File: config.mk
export PLATFORM = sky130hd
export DESIGN_NAME = hp_video_rx_flat
export DESIGN_NICKNAME = d
export VERILOG_FILES = /design/src/rtl/hp2vga_pkg.sv /design/src/rtl/hp_video_rx_if.sv /design/src/rtl/sync_edge.sv /design/src/rtl/hp_video_rx.sv /design/src/flat_wrapper.sv
export SDC_FILE = /design/constraint.sdc
export NUM_CORES = 1
export LEC_CHECK = 0
export ABC_AREA = 1
export CAP_MARGIN = 30
export CELL_PAD_IN_SITES_DETAIL_PLACEMENT = 1
export CELL_PAD_IN_SITES_GLOBAL_PLACEMENT = 2
export CORE_MARGIN = 8
export CORE_UTILIZATION = 36
export CTS_CLUSTER_SIZE = 10
export DETAILED_ROUTE_END_ITERATION = 10
export GPL_ROUTABILITY_DRIVEN = 0
export HOLD_SLACK_MARGIN = 0.15
export PLACE_DENSITY = 0.89
export SLEW_MARGIN = 20
export SYNTH_ARGS = -nofsm -noshare
export SYNTH_HDL_FRONTEND = slang
export SYNTH_SLANG_ARGS = --single-unit
File: constraint.sdc
create_clock -name CLK -period 2.6 [get_ports CLK]
set_input_delay 0.52 -clock CLK [delete_from_list [all_inputs] [get_ports CLK]]
set_output_delay 0.52 -clock CLK [all_outputs]
set_load 0.05 [all_outputs]
File: src/rtl/hp2vga_pkg.sv
// Shared types and constants for the HP2VGA capture path.
// Latency: none, declarations only.
// Backpressure: not applicable.
package hp2vga_pkg;

    typedef enum logic [2:0] {
        WAIT_VS,
        V_SKIP,
        H_SKIP,
        CAPTURE,
        LINE_WAIT
    } RX_STATE_T;

    localparam logic [7:0] GREY_OFF  = 8'h00;
    localparam logic [7:0] GREY_HALF = 8'h80;
    localparam logic [7:0] GREY_FULL = 8'hFF;

    localparam int BRAM_AW = 14;

    // Two source bits collapse to three grey levels; intensity only matters when the pixel is lit.
    function automatic logic [7:0] grey_map(input logic video, input logic intensity);
        if (!video) begin
            return GREY_OFF;
        end
        return intensity ? GREY_FULL : GREY_HALF;
    endfunction

endpackage

File: src/rtl/hp_video_rx_if.sv
// Frame BRAM write port plus the frame timing pulses handed to the VGA output side.
// Latency: none, wiring only.
// Backpressure: none; the BRAM port accepts a write every cycle.
interface hp_video_rx_if;
    import hp2vga_pkg::*;

    logic [BRAM_AW-1:0] BRAM_ADDR;
    logic [7:0]         BRAM_DIN;
    logic               BRAM_WE;
    logic               VGA_SYNC;
    logic               FRAME_DONE;

    modport master (
        output BRAM_ADDR,
        output BRAM_DIN,
        output BRAM_WE,
        output VGA_SYNC,
        output FRAME_DONE
    );

    modport slave (
        input BRAM_ADDR,
        input BRAM_DIN,
        input BRAM_WE,
        input VGA_SYNC,
        input FRAME_DONE
    );
endinterface

File: src/rtl/sync_edge.sv
// Two-flop synchroniser for one asynchronous pin, with a falling-edge detect off a third flop.
// Latency: o_sync lags the pin by 2 CLK; o_fall is high for 1 cycle, acted on 3 CLK after the pin.
// Backpressure: none.
module sync_edge (
    input  logic i_clk,
    input  logic i_rst_n,
    input  logic i_async,
    output logic o_sync,
    output logic o_fall
);
    logic r_s1;
    logic r_s2;
    logic r_s3;

    // Synchroniser chain plus the history flop used for edge detection.
    always_ff @(posedge i_clk) begin
        if (!i_rst_n) begin
            r_s1 <= 1'b0;
            r_s2 <= 1'b0;
            r_s3 <= 1'b0;
        end else begin
            r_s1 <= i_async;
            r_s2 <= r_s1;
            r_s3 <= r_s2;
        end
    end

    assign o_sync = r_s2;
    assign o_fall = r_s3 & ~r_s2;
endmodule

File: src/rtl/hp_video_rx.sv
// Captures the HP raster into the frame BRAM as one 8-bit grey level per source pixel.
// Latency: sync edges act 3 CLK after the pin; a write appears 1 CLK after its sample clock.
// Backpressure: none; ENABLE low drops back to waiting for VS and suppresses writes.
module hp_video_rx
    import hp2vga_pkg::*;
#(
    parameter int SAMPLE_DIV   = 4,
    parameter int SAMPLE_PHASE = 2,
    parameter int H_OFFSET     = 20,
    parameter int V_OFFSET     = 8,
    parameter int H_ACTIVE     = 144,
    parameter int V_ACTIVE     = 112
) (
    input  logic          CLK,
    input  logic          RESET_N,
    input  logic          ENABLE,
    input  logic          HP_HS,
    input  logic          HP_VS,
    input  logic          HP_VIDEO,
    input  logic          HP_INTENSITY,
    hp_video_rx_if.master bram
);
    localparam int PW = $clog2(SAMPLE_DIV);
    localparam logic [PW-1:0]      LP_PH_LAST    = PW'(SAMPLE_DIV - 1);
    localparam logic [PW-1:0]      LP_PH_SAMPLE  = PW'(SAMPLE_PHASE);
    localparam logic [7:0]         LP_H_OFF_LAST = 8'((H_OFFSET > 0) ? H_OFFSET - 1 : 0);
    localparam logic [7:0]         LP_V_OFF_LAST = 8'((V_OFFSET > 0) ? V_OFFSET - 1 : 0);
    localparam logic [7:0]         LP_PIX_LAST   = 8'(H_ACTIVE - 1);
    localparam logic [7:0]         LP_LINE_LAST  = 8'(V_ACTIVE - 1);
    localparam logic [BRAM_AW-1:0] LP_LINE_STEP  = BRAM_AW'(H_ACTIVE);
    // With no horizontal offset a line goes straight from the HS edge into capture.
    localparam RX_STATE_T          LP_LINE_ENTRY = (H_OFFSET > 0) ? H_SKIP : CAPTURE;

    logic w_hs_s, w_hs_fall, w_vs_s, w_vs_fall;
    logic w_vid_s, w_vid_fall, w_int_s, w_int_fall;
    logic w_unused;

    sync_edge u_sync_hs  (.i_clk(CLK), .i_rst_n(RESET_N), .i_async(HP_HS),        .o_sync(w_hs_s),  .o_fall(w_hs_fall));
    sync_edge u_sync_vs  (.i_clk(CLK), .i_rst_n(RESET_N), .i_async(HP_VS),        .o_sync(w_vs_s),  .o_fall(w_vs_fall));
    sync_edge u_sync_vid (.i_clk(CLK), .i_rst_n(RESET_N), .i_async(HP_VIDEO),     .o_sync(w_vid_s), .o_fall(w_vid_fall));
    sync_edge u_sync_int (.i_clk(CLK), .i_rst_n(RESET_N), .i_async(HP_INTENSITY), .o_sync(w_int_s), .o_fall(w_int_fall));

    // Sync levels and data edges are not needed; only HS/VS edges and data levels drive the FSM.
    assign w_unused = w_hs_s ^ w_vs_s ^ w_vid_fall ^ w_int_fall;

    RX_STATE_T          r_state, w_state_nxt;
    logic [PW-1:0]      r_phase, w_phase_nxt, w_phase_inc;
    logic [7:0]         r_hcnt,  w_hcnt_nxt;
    logic [7:0]         r_vcnt,  w_vcnt_nxt;
    logic [7:0]         r_pix,   w_pix_nxt;
    logic [7:0]         r_line,  w_line_nxt;
    logic [BRAM_AW-1:0] r_base,  w_base_nxt;
    logic [BRAM_AW-1:0] r_addr,  w_addr_nxt;
    logic [7:0]         r_din,   w_din_nxt;
    logic               r_we,    w_we_nxt;
    logic               r_sync,  w_sync_nxt;
    logic               r_done,  w_done_nxt;
    logic               w_wrap, w_line_start;

    assign w_wrap      = (r_phase == LP_PH_LAST);
    assign w_phase_inc = w_wrap ? '0 : r_phase + 1'b1;

    // Next state and next datapath values; ENABLE, then VS, then HS take priority in that order.
    always_comb begin
        w_state_nxt  = r_state;
        w_phase_nxt  = r_phase;
        w_hcnt_nxt   = r_hcnt;
        w_vcnt_nxt   = r_vcnt;
        w_pix_nxt    = r_pix;
        w_line_nxt   = r_line;
        w_base_nxt   = r_base;
        w_addr_nxt   = r_addr;
        w_din_nxt    = r_din;
        w_we_nxt     = 1'b0;
        w_sync_nxt   = 1'b0;
        w_done_nxt   = 1'b0;
        w_line_start = 1'b0;

        if (!ENABLE) begin
            w_state_nxt = WAIT_VS;
        end else if (w_vs_fall) begin
            // Frame start, or abort of a frame in progress: both restart from address 0.
            w_state_nxt = V_SKIP;
            w_sync_nxt  = 1'b1;
            w_vcnt_nxt  = '0;
            w_line_nxt  = '0;
            w_base_nxt  = '0;
            w_addr_nxt  = '0;
        end else begin
            case (r_state)
                WAIT_VS: begin
                end
                V_SKIP: begin
                    if (w_hs_fall) begin
                        if (r_vcnt >= LP_V_OFF_LAST) begin
                            w_line_start = 1'b1;
                        end else begin
                            w_vcnt_nxt = r_vcnt + 8'd1;
                        end
                    end
                end
                H_SKIP, CAPTURE: begin
                    if (w_hs_fall) begin
                        // Short line: skip the remaining pixels but keep the next line on its own row.
                        w_base_nxt = r_base + LP_LINE_STEP;
                        w_line_nxt = r_line + 8'd1;
                        if (r_line == LP_LINE_LAST) begin
                            w_state_nxt = WAIT_VS;
                        end else begin
                            w_line_start = 1'b1;
                        end
                    end else begin
                        w_phase_nxt = w_phase_inc;
                        if (r_state == H_SKIP) begin
                            if (w_wrap) begin
                                if (r_hcnt == LP_H_OFF_LAST) begin
                                    w_state_nxt = CAPTURE;
                                end else begin
                                    w_hcnt_nxt = r_hcnt + 8'd1;
                                end
                            end
                        end else if (r_phase == LP_PH_SAMPLE) begin
                            w_we_nxt   = 1'b1;
                            w_addr_nxt = r_base + BRAM_AW'(r_pix);
                            w_din_nxt  = grey_map(w_vid_s, w_int_s);
                            if (r_pix == LP_PIX_LAST) begin
                                w_base_nxt = r_base + LP_LINE_STEP;
                                w_line_nxt = r_line + 8'd1;
                                if (r_line == LP_LINE_LAST) begin
                                    w_done_nxt  = 1'b1;
                                    w_state_nxt = WAIT_VS;
                                end else begin
                                    w_state_nxt = LINE_WAIT;
                                end
                            end else begin
                                w_pix_nxt = r_pix + 8'd1;
                            end
                        end
                    end
                end
                LINE_WAIT: begin
                    if (w_hs_fall) begin
                        w_line_start = 1'b1;
                    end
                end
                default: begin
                    w_state_nxt = WAIT_VS;
                end
            endcase

            // Every new line restarts pixel timing from the HS edge that opened it.
            if (w_line_start) begin
                w_state_nxt = LP_LINE_ENTRY;
                w_phase_nxt = '0;
                w_hcnt_nxt  = '0;
                w_pix_nxt   = '0;
            end
        end
    end

    // FSM state register.
    always_ff @(posedge CLK) begin
        if (!RESET_N) begin
            r_state <= WAIT_VS;
        end else begin
            r_state <= w_state_nxt;
        end
    end

    // Counters and registered BRAM/timing outputs.
    always_ff @(posedge CLK) begin
        if (!RESET_N) begin
            r_phase <= '0;
            r_hcnt  <= '0;
            r_vcnt  <= '0;
            r_pix   <= '0;
            r_line  <= '0;
            r_base  <= '0;
            r_addr  <= '0;
            r_din   <= '0;
            r_we    <= 1'b0;
            r_sync  <= 1'b0;
            r_done  <= 1'b0;
        end else begin
            r_phase <= w_phase_nxt;
            r_hcnt  <= w_hcnt_nxt;
            r_vcnt  <= w_vcnt_nxt;
            r_pix   <= w_pix_nxt;
            r_line  <= w_line_nxt;
            r_base  <= w_base_nxt;
            r_addr  <= w_addr_nxt;
            r_din   <= w_din_nxt;
            r_we    <= w_we_nxt;
            r_sync  <= w_sync_nxt;
            r_done  <= w_done_nxt;
        end
    end

    assign bram.BRAM_ADDR  = r_addr;
    assign bram.BRAM_DIN   = r_din;
    assign bram.BRAM_WE    = r_we;
    assign bram.VGA_SYNC   = r_sync;
    assign bram.FRAME_DONE = r_done;
endmodule

File: src/flat_wrapper.sv
// flat-port wrapper written by rule: the top's interface ports become plain ports
module hp_video_rx_flat import hp2vga_pkg::*;
#(
    parameter int SAMPLE_DIV   = 4,
    parameter int SAMPLE_PHASE = 2,
    parameter int H_OFFSET     = 20,
    parameter int V_OFFSET     = 8,
    parameter int H_ACTIVE     = 144,
    parameter int V_ACTIVE     = 112
)
  (CLK, RESET_N, ENABLE, HP_HS, HP_VS, HP_VIDEO, HP_INTENSITY, bram_BRAM_ADDR, bram_BRAM_DIN, bram_BRAM_WE, bram_VGA_SYNC, bram_FRAME_DONE);
  hp_video_rx_if bram_i ();
  input  logic CLK;
  input  logic RESET_N;
  input  logic ENABLE;
  input  logic HP_HS;
  input  logic HP_VS;
  input  logic HP_VIDEO;
  input  logic HP_INTENSITY;
  output wire logic [$bits(bram_i.BRAM_ADDR)-1:0] bram_BRAM_ADDR;
  output wire logic [$bits(bram_i.BRAM_DIN)-1:0] bram_BRAM_DIN;
  output wire logic [$bits(bram_i.BRAM_WE)-1:0] bram_BRAM_WE;
  output wire logic [$bits(bram_i.VGA_SYNC)-1:0] bram_VGA_SYNC;
  output wire logic [$bits(bram_i.FRAME_DONE)-1:0] bram_FRAME_DONE;
  assign bram_BRAM_ADDR = bram_i.BRAM_ADDR;
  assign bram_BRAM_DIN = bram_i.BRAM_DIN;
  assign bram_BRAM_WE = bram_i.BRAM_WE;
  assign bram_VGA_SYNC = bram_i.VGA_SYNC;
  assign bram_FRAME_DONE = bram_i.FRAME_DONE;
  hp_video_rx #(.SAMPLE_DIV(SAMPLE_DIV), .SAMPLE_PHASE(SAMPLE_PHASE), .H_OFFSET(H_OFFSET), .V_OFFSET(V_OFFSET), .H_ACTIVE(H_ACTIVE), .V_ACTIVE(V_ACTIVE)) u_core (.CLK(CLK), .RESET_N(RESET_N), .ENABLE(ENABLE), .HP_HS(HP_HS), .HP_VS(HP_VS), .HP_VIDEO(HP_VIDEO), .HP_INTENSITY(HP_INTENSITY), .bram(bram_i));
endmodule
==> metrics.md <==
| Metric | Value |
|---|---|
| Run status | `complete, no violations` |
| Leakage | `1.90 nW` |
| CP arrival | `1.68 ns` |
| CTS tree | `built` |
| Clock root buffer | `clkbuf_8` |
| Yosys cell types | `37` |
| Largest cells by area after synthesis | `dfxtp_1 38%, nand2_1 12%, a21oi_1 7.5%` |
| Core ar. | `10800 um2` |
| Critical path launch point type | `flop` |
| Max IR drop VDD | `0.000170 V` |
| First-pass GRT wire length | `17.1 mm` |
| Reg2reg end | `u_core.r_base[13]$_SDFFE_PN0P_` |
| Post-CTS Hold Buffers | `0` |
| Capture point of the worst path | `bram_BRAM_DIN[0]` |
| DRC viols | `0` |
| Largest stage delay, worst path | `0.86 ns` |
| Setup Skew | `0.0108 ns` |
| Dpl cell area | `4380 um2` |
| Vias/cell | `4.96` |
| Synthesis-to-finish area growth | `13.5%` |
| Die Ht | `122 um` |
| CP Capture Type | `output port` |
| Clk buf depth | `2` |
| Slowest CP cell | `clkdlybuf4s50_1` |
| Die ar. | `14800 um2` |
| Remaining antenna violation count after routing | `0` |
| Effective utilization at floorplan | `37.0%` |
| Floorplan row count | `38` |
| Worst path top cell family by delay | `buffers and inverters` |
| Clock Pin Slew Worst Setup and Hold Paths | `0.08 ns` |
| Fin Hold WS | `0.422 ns` |
| Vias in the first global route | `3674` |
| Layout cell share with drive strength beyond 1 | `8.87%` |
| Worst-skew pair later-pin latency | `0.36 ns` |
| Post_cts resized | `0` |
| Syn Area/Cell | `7.19 um2` |
| Fin. max-slew vios | `0` |
| Simple-Gate Fraction of Synth Area | `33.5%` |
| Critical path required time | `2.08 ns` |
| Overall power | `2.07 mW` |
| Post-DP HPWL | `7.40 mm` |
| R2R Setup Slk | `0.53 ns` |
| Slew headroom | `66.1%` |
| R2r startpoint | `u_core.r_pix[0]$_SDFFE_PN0P_` |
| Unrepaired setup endpoints after global routing | `false` |
| Clock Sinks | `76` |
| Largest family of logic cells by synthesized area | `simple AND/OR/NAND/NOR gates` |
| First-pass DRT Iterations | `4` |
| Placed insts | `711` |
| Seq/Total Area, Yosys | `37.9%` |
| Slew @ Worst Pin | `0.507 ns` |
| Routed length per instance | `13.9 um` |
| Setup TNS | `0 ns` |
| Synth warnings | `0` |
| Max-cap violations | `0` |
| Yosys reg bits | `76` |
| Largest net degree at the start of global routing | `42` |
| Area leader, netlist | `dfxtp_1` |
| Final Hold Fails | `0` |
| Initial antenna violation count | `0` |
| Fraction of the mapped netlist area in compound gates | `11.4%` |
| Initial DRC count | `150` |
| Grt ovf | `0` |
| IO buf count | `31` |
| Chain of cells forming the critical path | `clkdlybuf4s50_1` |
| CTS buffer count | `9` |
| ANT cells | `0` |
| WP depth | `1` |
| Final period utilization | `84.5%` |
| Min cycle time layout | `2.20 ns` |
| I/O Pins | `32` |
| Setup Viol. Count Final | `0` |
| Tot GR Track Use | `14.2%` |
| Xor/xnor share of the synthesized area | `3.49%` |
| Die width | `122 um` |
| Post-synthesis cell count | `558` |
| Worst setup path startpoint | `u_core.bram.BRAM_DIN[6]$_SDFFE_PN0P_` |
| Vias | `3600` |
| Hold Crit Class | `reg -> reg` |
| Yosys top cell area share | `37.9%` |
| Total Wirelength | `10.1 mm` |
| CP Max Fanout | `8` |
| Pwr/cell area | `456 nW/um2` |
| Post-Syn Nets | `576` |
| Bufs and invs on worst path | `1` |
| Final Cell Area | `4550 um2` |
| FMAX | `455 MHz` |
| H-tree depth | `3` |
| Post-CTS setup repair buffer count | `0` |
| Finished Layout Cells | `726` |
| Mux contribution to synthesized area | `0%` |
| Mapped cell area | `4010 um2` |
| Post-synthesis adder-cell area fraction | `3.43%` |
| FF-to-FF path depth | `11` |
| Final net count | `600` |
| Crit path kind | `reg -> out` |
-- layer usage --
metal	up-vias	part of all wire [%]	global-route usage, %
met5	-	0	0
met4	0	1.5	5.86
met1	1700	48	17.1
met2	52	47	24.0
met3	11	3.9	2.92
li1	1837	-	-
-- logic make-up after synthesis --
logic type	after synthesis
and+or+nand+nor	277
AOI/OAI and AO/OA	85
adders and majority gates	11
buffers and inverters	93
xor gates and xnor gates	16
DFF	76
-- state kept, by name (all words and copies together), names as in the netlist, 2 cells and up --
signal	count
u_core.r_phase	2
u_core.r_hcnt	8
u_core.r_pix	8
u_core.r_base	10
u_core.bram.BRAM_DIN	2
u_core.r_vcnt	8
u_core.r_line	8
u_core.bram.BRAM_ADDR	14
u_core.r_state	3
-- where the power goes --
| group | internal, mW | switching (mW) | total, mW |
|---|---|---|---|
| sequential | 1.17 | 0.00424 | 1.17 |
| combinational | 0.0232 | 0.0492 | 0.0723 |
| clock | 0.392 | 0.436 | 0.828 |
-- cell usage in the layout, fill, tap and decap left out --
cell type,Yosys,layout
a21oi_1,60,60
a21oi_2,3,3
buf_4,8,3
clkbuf_1,7,2
clkbuf_8,0,11
clkdlybuf4s50_1,0,31
clkinv_1,1,1
clkinv_2,1,3
dfxtp_1,76,76
ha_1,11,11
inv_1,62,62
inv_2,7,7
inv_6,1,1
nand2_1,129,129
nand2_2,3,3
nand2_4,3,3
nand2_8,2,2
nand3_1,50,50
nand3_2,3,3
nand3_4,1,1
nand4_1,12,12
nand4_2,1,1
nor2_1,50,50
nor2_2,2,2
nor2_4,2,2
nor2_8,4,4
nor3_1,12,12
nor4_1,1,1
o211a_1,1,1
o211ai_1,2,2
o21ai_0,17,17
o21ai_2,1,1
o21bai_2,1,1
or2_0,1,1
or2_2,1,1
xnor2_1,4,4
xor2_1,12,12
-- worst min path at each step --
stage	depth (start not counted)	endpoint	startpoint
6_report	2	u_core.u_sync_hs.o_sync$_SDFF_PN0_	u_core.u_sync_hs.r_s1$_SDFF_PN0_
5_1_grt	2	u_core.u_sync_hs.o_sync$_SDFF_PN0_	u_core.u_sync_hs.r_s1$_SDFF_PN0_
4_1_cts	2	u_core.u_sync_vid.o_sync$_SDFF_PN0_	u_core.u_sync_vid.r_s1$_SDFF_PN0_
3_5_place_dp	2	u_core.u_sync_vid.o_sync$_SDFF_PN0_	u_core.u_sync_vid.r_s1$_SDFF_PN0_
3_3_place_gp	2	u_core.u_sync_hs.o_sync$_SDFF_PN0_	u_core.u_sync_hs.r_s1$_SDFF_PN0_
2_1_floorplan	2	u_core.u_sync_hs.o_sync$_SDFF_PN0_	u_core.u_sync_hs.r_s1$_SDFF_PN0_
-- area by class of cell --
type,count,area [um2]
Clock buffer,13,159
Clock inverter,2,10.0
Fill cell,1391,6290
Inverter,72,277
Multi-Input combinational cell,389,2080
Sequential cell,76,1520
Tap cell,140,175
Timing Repair Buffer,34,333
-- metrics by stage --
stage	utilization, %	worst slack [ns]
finish	42.0	0.403
global route	42.0	0.306
CTS	42.0	0.365
detailed placement	40.4	0.280
global placement	40.4	0.361
floorplan	-	1.01
-- Yosys cell counts (all sizes together) --
| cell | instances |
|---|---|
| clkinv | 2 |
| ha | 11 |
| o211ai | 2 |
| nand4 | 13 |
| xor2 | 12 |
| or2 | 2 |
| nand2 | 137 |
| clkbuf | 7 |
| o21bai | 1 |
| a21oi | 63 |
| nor4 | 1 |
| inv | 70 |
| o211a | 1 |
| buf | 14 |
| dfxtp | 76 |
| nor3 | 12 |
| nor2 | 58 |
| nand3 | 54 |
| xnor2 | 4 |
| o21ai | 18 |
Power figures use the tool's default switching activity.
